===== src/rtl/fpu_req_issuer.sv =====
// fpu_req_issuer: valid/ready front end for the pipelined fpu core with an in-order, credit-protected response FIFO.
// Define FPU_OP_CHECK_EN to trap opcodes 6/7 as qNaN error responses instead of passing them to the core.
module fpu_req_issuer #(
    parameter int LATENCY   = 4,
    parameter int RES_DEPTH = 8,
    parameter int TAG_W     = 4
) (
    input  logic             clk,
    input  logic             rst_n,
    input  logic             req_valid,
    output logic             req_ready,
    input  logic [2:0]       req_op,
    input  logic [1:0]       req_rmode,
    input  logic [31:0]      req_opa,
    input  logic [31:0]      req_opb,
    input  logic [TAG_W-1:0] req_tag,
    output logic [2:0]       fpu_op,
    output logic [1:0]       rmode,
    output logic [31:0]      opa,
    output logic [31:0]      opb,
    input  logic [31:0]      fpu_out,
    input  logic [7:0]       fpu_flags,
    output logic             rsp_valid,
    input  logic             rsp_ready,
    output logic [31:0]      rsp_out,
    output logic [7:0]       rsp_flags,
    output logic [TAG_W-1:0] rsp_tag,
    output logic             rsp_err,
    output logic             busy
);
    localparam int CW = $clog2(RES_DEPTH) + 1;
    localparam int PW = $clog2(RES_DEPTH);
    localparam int EW = 41 + TAG_W;

    logic issue, cap, pop, op_err;
    logic [LATENCY:0] stg_v, stg_e;
    logic [LATENCY:0][TAG_W-1:0] stg_tag;
    logic [CW-1:0] inflight, fifo_cnt, inflight_nx, fifo_cnt_nx, cnt_left;
    logic [PW-1:0] wr_ptr, rd_ptr;
    logic [EW-1:0] mem [RES_DEPTH];
    logic [EW-1:0] cap_ent, front;
    logic [31:0] cap_res;
    logic [7:0] cap_flg;

    assign issue = req_valid && req_ready;
    assign cap = stg_v[LATENCY];
    assign pop = rsp_valid && rsp_ready;
    assign rsp_valid = fifo_cnt != 0;
    assign busy = (inflight != 0) || (fifo_cnt != 0);

`ifdef FPU_OP_CHECK_EN
    assign op_err = req_op[2] & req_op[1];
    assign cap_res = stg_e[LATENCY] ? 32'h7FC0_0000 : fpu_out;
    assign cap_flg = stg_e[LATENCY] ? 8'h04 : fpu_flags;
`else
    assign op_err = 1'b0;
    assign cap_res = fpu_out;
    assign cap_flg = fpu_flags;
`endif

    // The output registers show the FIFO head; when the FIFO drains to empty the captured entry bypasses memory.
    always_comb begin
        inflight_nx = inflight + CW'(issue) - CW'(cap);
        fifo_cnt_nx = fifo_cnt + CW'(cap) - CW'(pop);
        cnt_left = fifo_cnt - CW'(pop);
        cap_ent = {cap_res, cap_flg, stg_tag[LATENCY], stg_e[LATENCY]};
        front = (cnt_left != 0) ? mem[rd_ptr + PW'(pop)] : cap_ent;
    end

    always_ff @(posedge clk) begin
        if (cap) mem[wr_ptr] <= cap_ent;
    end

    always_ff @(posedge clk or negedge rst_n) begin
        if (!rst_n) begin
            stg_v <= '0;
            stg_e <= '0;
            stg_tag <= '0;
            inflight <= '0;
            fifo_cnt <= '0;
            wr_ptr <= '0;
            rd_ptr <= '0;
            req_ready <= 1'b0;
            fpu_op <= '0;
            rmode <= '0;
            opa <= '0;
            opb <= '0;
            {rsp_out, rsp_flags, rsp_tag, rsp_err} <= '0;
        end else begin
            stg_v <= {stg_v[LATENCY-1:0], issue};
            stg_e <= {stg_e[LATENCY-1:0], issue & op_err};
            stg_tag <= {stg_tag[LATENCY-1:0], req_tag};
            inflight <= inflight_nx;
            fifo_cnt <= fifo_cnt_nx;
            // Credits: every in-flight op already owns a FIFO slot, so a capture can never overflow.
            req_ready <= (inflight_nx + fifo_cnt_nx) < CW'(RES_DEPTH);
            if (cap) wr_ptr <= wr_ptr + PW'(1);
            if (pop) rd_ptr <= rd_ptr + PW'(1);
            if (issue) begin
                fpu_op <= op_err ? 3'd0 : req_op;
                rmode <= req_rmode;
                opa <= req_opa;
                opb <= req_opb;
            end
            if (cnt_left != 0 || cap) {rsp_out, rsp_flags, rsp_tag, rsp_err} <= front;
        end
    end
endmodule

===== config.mk =====
export PLATFORM = sky130hd
export DESIGN_NAME = fpu_req_issuer
export DESIGN_NICKNAME = d
export VERILOG_FILES = /design/src/rtl/fpu_req_issuer.sv
export SDC_FILE = /design/constraint.sdc
export NUM_CORES = 1
export LEC_CHECK = 0
export ABC_AREA = 1
export CAP_MARGIN = 20
export CORE_MARGIN = 8
export CORE_UTILIZATION = 30
export CTS_CLUSTER_SIZE = 24
export DETAILED_ROUTE_END_ITERATION = 16
export PLACE_DENSITY = 0.48
export SLEW_MARGIN = 20
export SYNTH_ARGS = -nofsm -noshare
export SYNTH_HDL_FRONTEND = slang
export SYNTH_SLANG_ARGS = --single-unit

===== constraint.sdc =====
create_clock -name clk -period 3.6 [get_ports clk]
set_input_delay 0.72 -clock clk [delete_from_list [all_inputs] [get_ports clk]]
set_output_delay 0.72 -clock clk [all_outputs]
set_load 0.02 [all_outputs]

==> impl_metrics.env <==
export IMPL_synth_top_cell_area_share_pct=48.7
export IMPL_initial_core_util_pct=30.3
export IMPL_synth_seq_area_share_pct=66.4
export IMPL_pwr_share_seq_pct=33.5
export IMPL_h_tree_depth=2
export IMPL_timing_slew_headroom_pct=47.1
export IMPL_final_layout_size_suffix_gt1_share_pct=6.68
export IMPL_r2r_start="fifo_cnt[2]$_DFF_PN0_"
export IMPL_placementRows=98
export IMPL_die_area_mm2=0.0812
export IMPL_worstPathMaxFanout=5
export IMPL_setup_violations=0
export IMPL_postLayoutCoreUtil_pct=38.1
export IMPL_detail_route_iter0_violations=858
export IMPL_synthDistinctLibCells=29
export IMPL_core_mm2=0.0715
export IMPL_antenna_found_initial=3
export IMPL_cap_viol_max_count=0
export IMPL_routed_via_count=15285
export IMPL_total_power_uw=23700
export IMPL_cp_start_kind="flop"
export IMPL_min_path_type="primary input to asynchronous set/reset pin"
export IMPL_r2r_slack_ns=0.61
export IMPL_cts_root_buffer="clkbuf_16"
export IMPL_cts_buffers=57
export IMPL_synth_area_leaders="edfxtp_1 49%, dfrtp_1 18%, nand3_1 11%"
export IMPL_final_period_utilization_pct=83.1
export IMPL_combPwrFrac_pct=41.9
export IMPL_clock_latency_ns=0.63
export IMPL_routed_wl_um=63200
export IMPL_cts_setup_buffers=0
export IMPL_io_buffers=232
export IMPL_layout_min_cycle_time_ns=2.99
export IMPL_nFillCells=6906
export IMPL_r2r_end="req_ready$_DFF_PN0_"
export IMPL_critPathCaptureType="flop"
export IMPL_critPathRequiredTime_ns=4.10
export IMPL_drc_errors=0
export IMPL_clockBufferDepth=3
export IMPL_viasPerCell=4.50
export IMPL_power_density_mw_per_mm2=869
export IMPL_wire_per_inst_um=18.6
export IMPL_fin_skew_ns=0.0195
export IMPL_post_cts_resized=0
export IMPL_drv_slew=0
export IMPL_avgSynthCellArea_um2=9.97
export IMPL_worstMarginPinSlew_ns=0.793
export IMPL_grt_max_degree=101
export IMPL_netlist_area_mm2=0.0217
export IMPL_clkPwrFrac_pct=24.5
export IMPL_cts_tree="yes"
export IMPL_drtPass1Iterations=5
export IMPL_final_hold_violation_count=0
export IMPL_fin_ws_ns=0.607
export IMPL_ys_ff_latch=505
export IMPL_ctsHoldBuffers=0
export IMPL_area_delta_synth_final_pct=25.5
export IMPL_numClockSinks=505
export IMPL_fmax_mhz=334
export IMPL_clk_pin_slew_ns=0.06
export IMPL_io_pins=234
export IMPL_rsz0062_at_grt="no"
export IMPL_grt_first_pass_wirelength_um=96900
export IMPL_fin_nets=2527
export IMPL_fin_tns_setup_ns=0
export IMPL_cellLeakagePower_uw=0.0120
export IMPL_synth_top_area_cell="edfxtp_1"
export IMPL_grt_overflow=0
export IMPL_status="complete, no violations"
export IMPL_power_switching_uw=9360
export IMPL_syn_num_nets=2311
export IMPL_p_int_uw=14300
export IMPL_worstSetupPathType="flop to flop"
export IMPL_vdd_drop_max_mv=0.566
export IMPL_r2r_cells=17
export IMPL_postRouteAntennaNets=0
export IMPL_grt_pass1_vias=15693
export IMPL_grtUsageTotal_pct=15.3
export IMPL_worst_ep_arrival_time_ns=3.50
export IMPL_p_sw_share_pct=39.5
export IMPL_place_gp_congestion=0.759
export IMPL_dpl_hpwl_um=34900
export IMPL_die_w_um=285
export IMPL_yosysWarnings=0
export IMPL_fp_dieH_um=285
export IMPL_synthCells=2176
export IMPL_dp_slack_ns=0.137
==> worst max-delay path by stage <==
stage	from	to	slack (ns)
4_1_cts	fifo_cnt[2]$_DFF_PN0_	req_ready$_DFF_PN0_	0.57
5_1_grt	fifo_cnt[2]$_DFF_PN0_	req_ready$_DFF_PN0_	0.32
3_5_place_dp	rsp_ready	req_ready$_DFF_PN0_	0.14
2_1_floorplan	stg_v[4]$_DFF_PN0_	mem[1][0]$_DFFE_PP_	0.14
3_3_place_gp	rsp_ready	req_ready$_DFF_PN0_	0.13
6_report	fifo_cnt[2]$_DFF_PN0_	req_ready$_DFF_PN0_	0.61
==> per-layer routing <==
layer	vias up	track usage (%)	part of all wire (%)
met5	-	0	0.021
met4	2	3.91	2.2
met3	107	4.80	8.1
met2	441	24.5	46
met1	7319	19.9	44
li1	7416	-	-
==> power groups by stage <==
stage	Combinational, µW	Clock [µW]	Sequential (µW)
after floorplan	5170	0	8730
after global placement	10000	0	8010
after detailed placement	10100	0	8030
after CTS	10100	5970	7960
after global routing	11000	6170	8070
final	9930	5800	7940
==> critical path, stage by stage (launching register included) <==
cell and delay, ns:
dfrtp_1 0.32, inv_1 0.09, ha_1 0.26, nand2_4 0.14, nand2_4 0.06, inv_2 0.07
nand2_2 0.07, o21ai_2 0.08, ha_1 0.19, inv_1 0.06, fa_1 0.40, xor2_1 0.17
ha_1 0.32, a21oi_1 0.15, nand2_1 0.08, or2_2 0.30, nand3_1 0.07, nand2_1 0.06
==> cell usage after synthesis (all sizes together) <==
| cell | instances |
|---|---|
| a21oi | 3 |
| conb | 1 |
| fa | 2 |
| clkbuf | 51 |
| buf | 65 |
| o21ai | 2 |
| nand3 | 490 |
| xnor2 | 4 |
| inv | 380 |
| or2 | 2 |
| nand2 | 508 |
| nand4 | 1 |
| ha | 16 |
| xor2 | 3 |
| edfxtp | 352 |
| clkinv | 1 |
| dfrtp | 153 |
| nor2 | 142 |
==> flip-flops by register name, indices dropped and copies added (netlist names), 5 cells and up <==
register,count
mem,352
opa,32
opb,32
rsp_out,32
stg_tag,16
rsp_flags,8
stg_v,5
==> metrics by stage <==
stage / cells / cell area, µm² / hold slack (ns)
floorplan: 2176 / 21700 / 0.331
global placement: 3283 / 25300 / 0.332
detailed placement: 3283 / 25300 / 0.336
CTS: 3391 / 27200 / 0.0783
global route: 3392 / 27200 / 0.0860
finish: 3393 / 27200 / 0.0724
==> cells in the final DEF, fill, tap and decap left out, types with 3 or more instances in the layout <==
cell / count
clkbuf_8: 5
dfrtp_1: 152
buf_4: 20
clkbuf_16: 58
nor2_4: 9
clkdlybuf4s50_1: 231
nand2_4: 7
clkinvlp_4: 3
edfxtp_1: 352
clkinv_2: 15
nand3_1: 488
ha_1: 15
clkinv_1: 12
inv_1: 373
buf_12: 21
a21oi_1: 3
nor2_1: 132
bufinv_16: 5
inv_2: 6
xnor2_1: 3
clkbuf_1: 10
xor2_1: 3
nand2_1: 499
==> kinds of logic (layout without fill, tap and decap cells) <==
family | count (synthesis) | after routing | share of synthesized area [%]
simple gates | 1143 | 1143 | 22.8
flops | 505 | 505 | 66.4
buf+inv | 497 | 762 | 9.20
fa+ha+maj | 18 | 18 | 1.11
xor+xnor | 7 | 7 | 0.317
compound gates | 5 | 5 | 0.133
other cells | 1 | 3 | 0.0173
==> final cells by class <==
cell class | instances | area (µm²) | area share (%)
antenna | 2 | 5.00 | 0.0184
clock buffer | 72 | 1540 | 5.67
clock inverter | 36 | 324 | 1.19
inverter | 381 | 1430 | 5.27
multi-input combinational | 1174 | 5430 | 19.9
sequential | 505 | 14400 | 52.9
tap | 950 | 1190 | 4.37
timing repair buffer | 273 | 2900 | 10.6
Power figures use the tool's default switching activity.
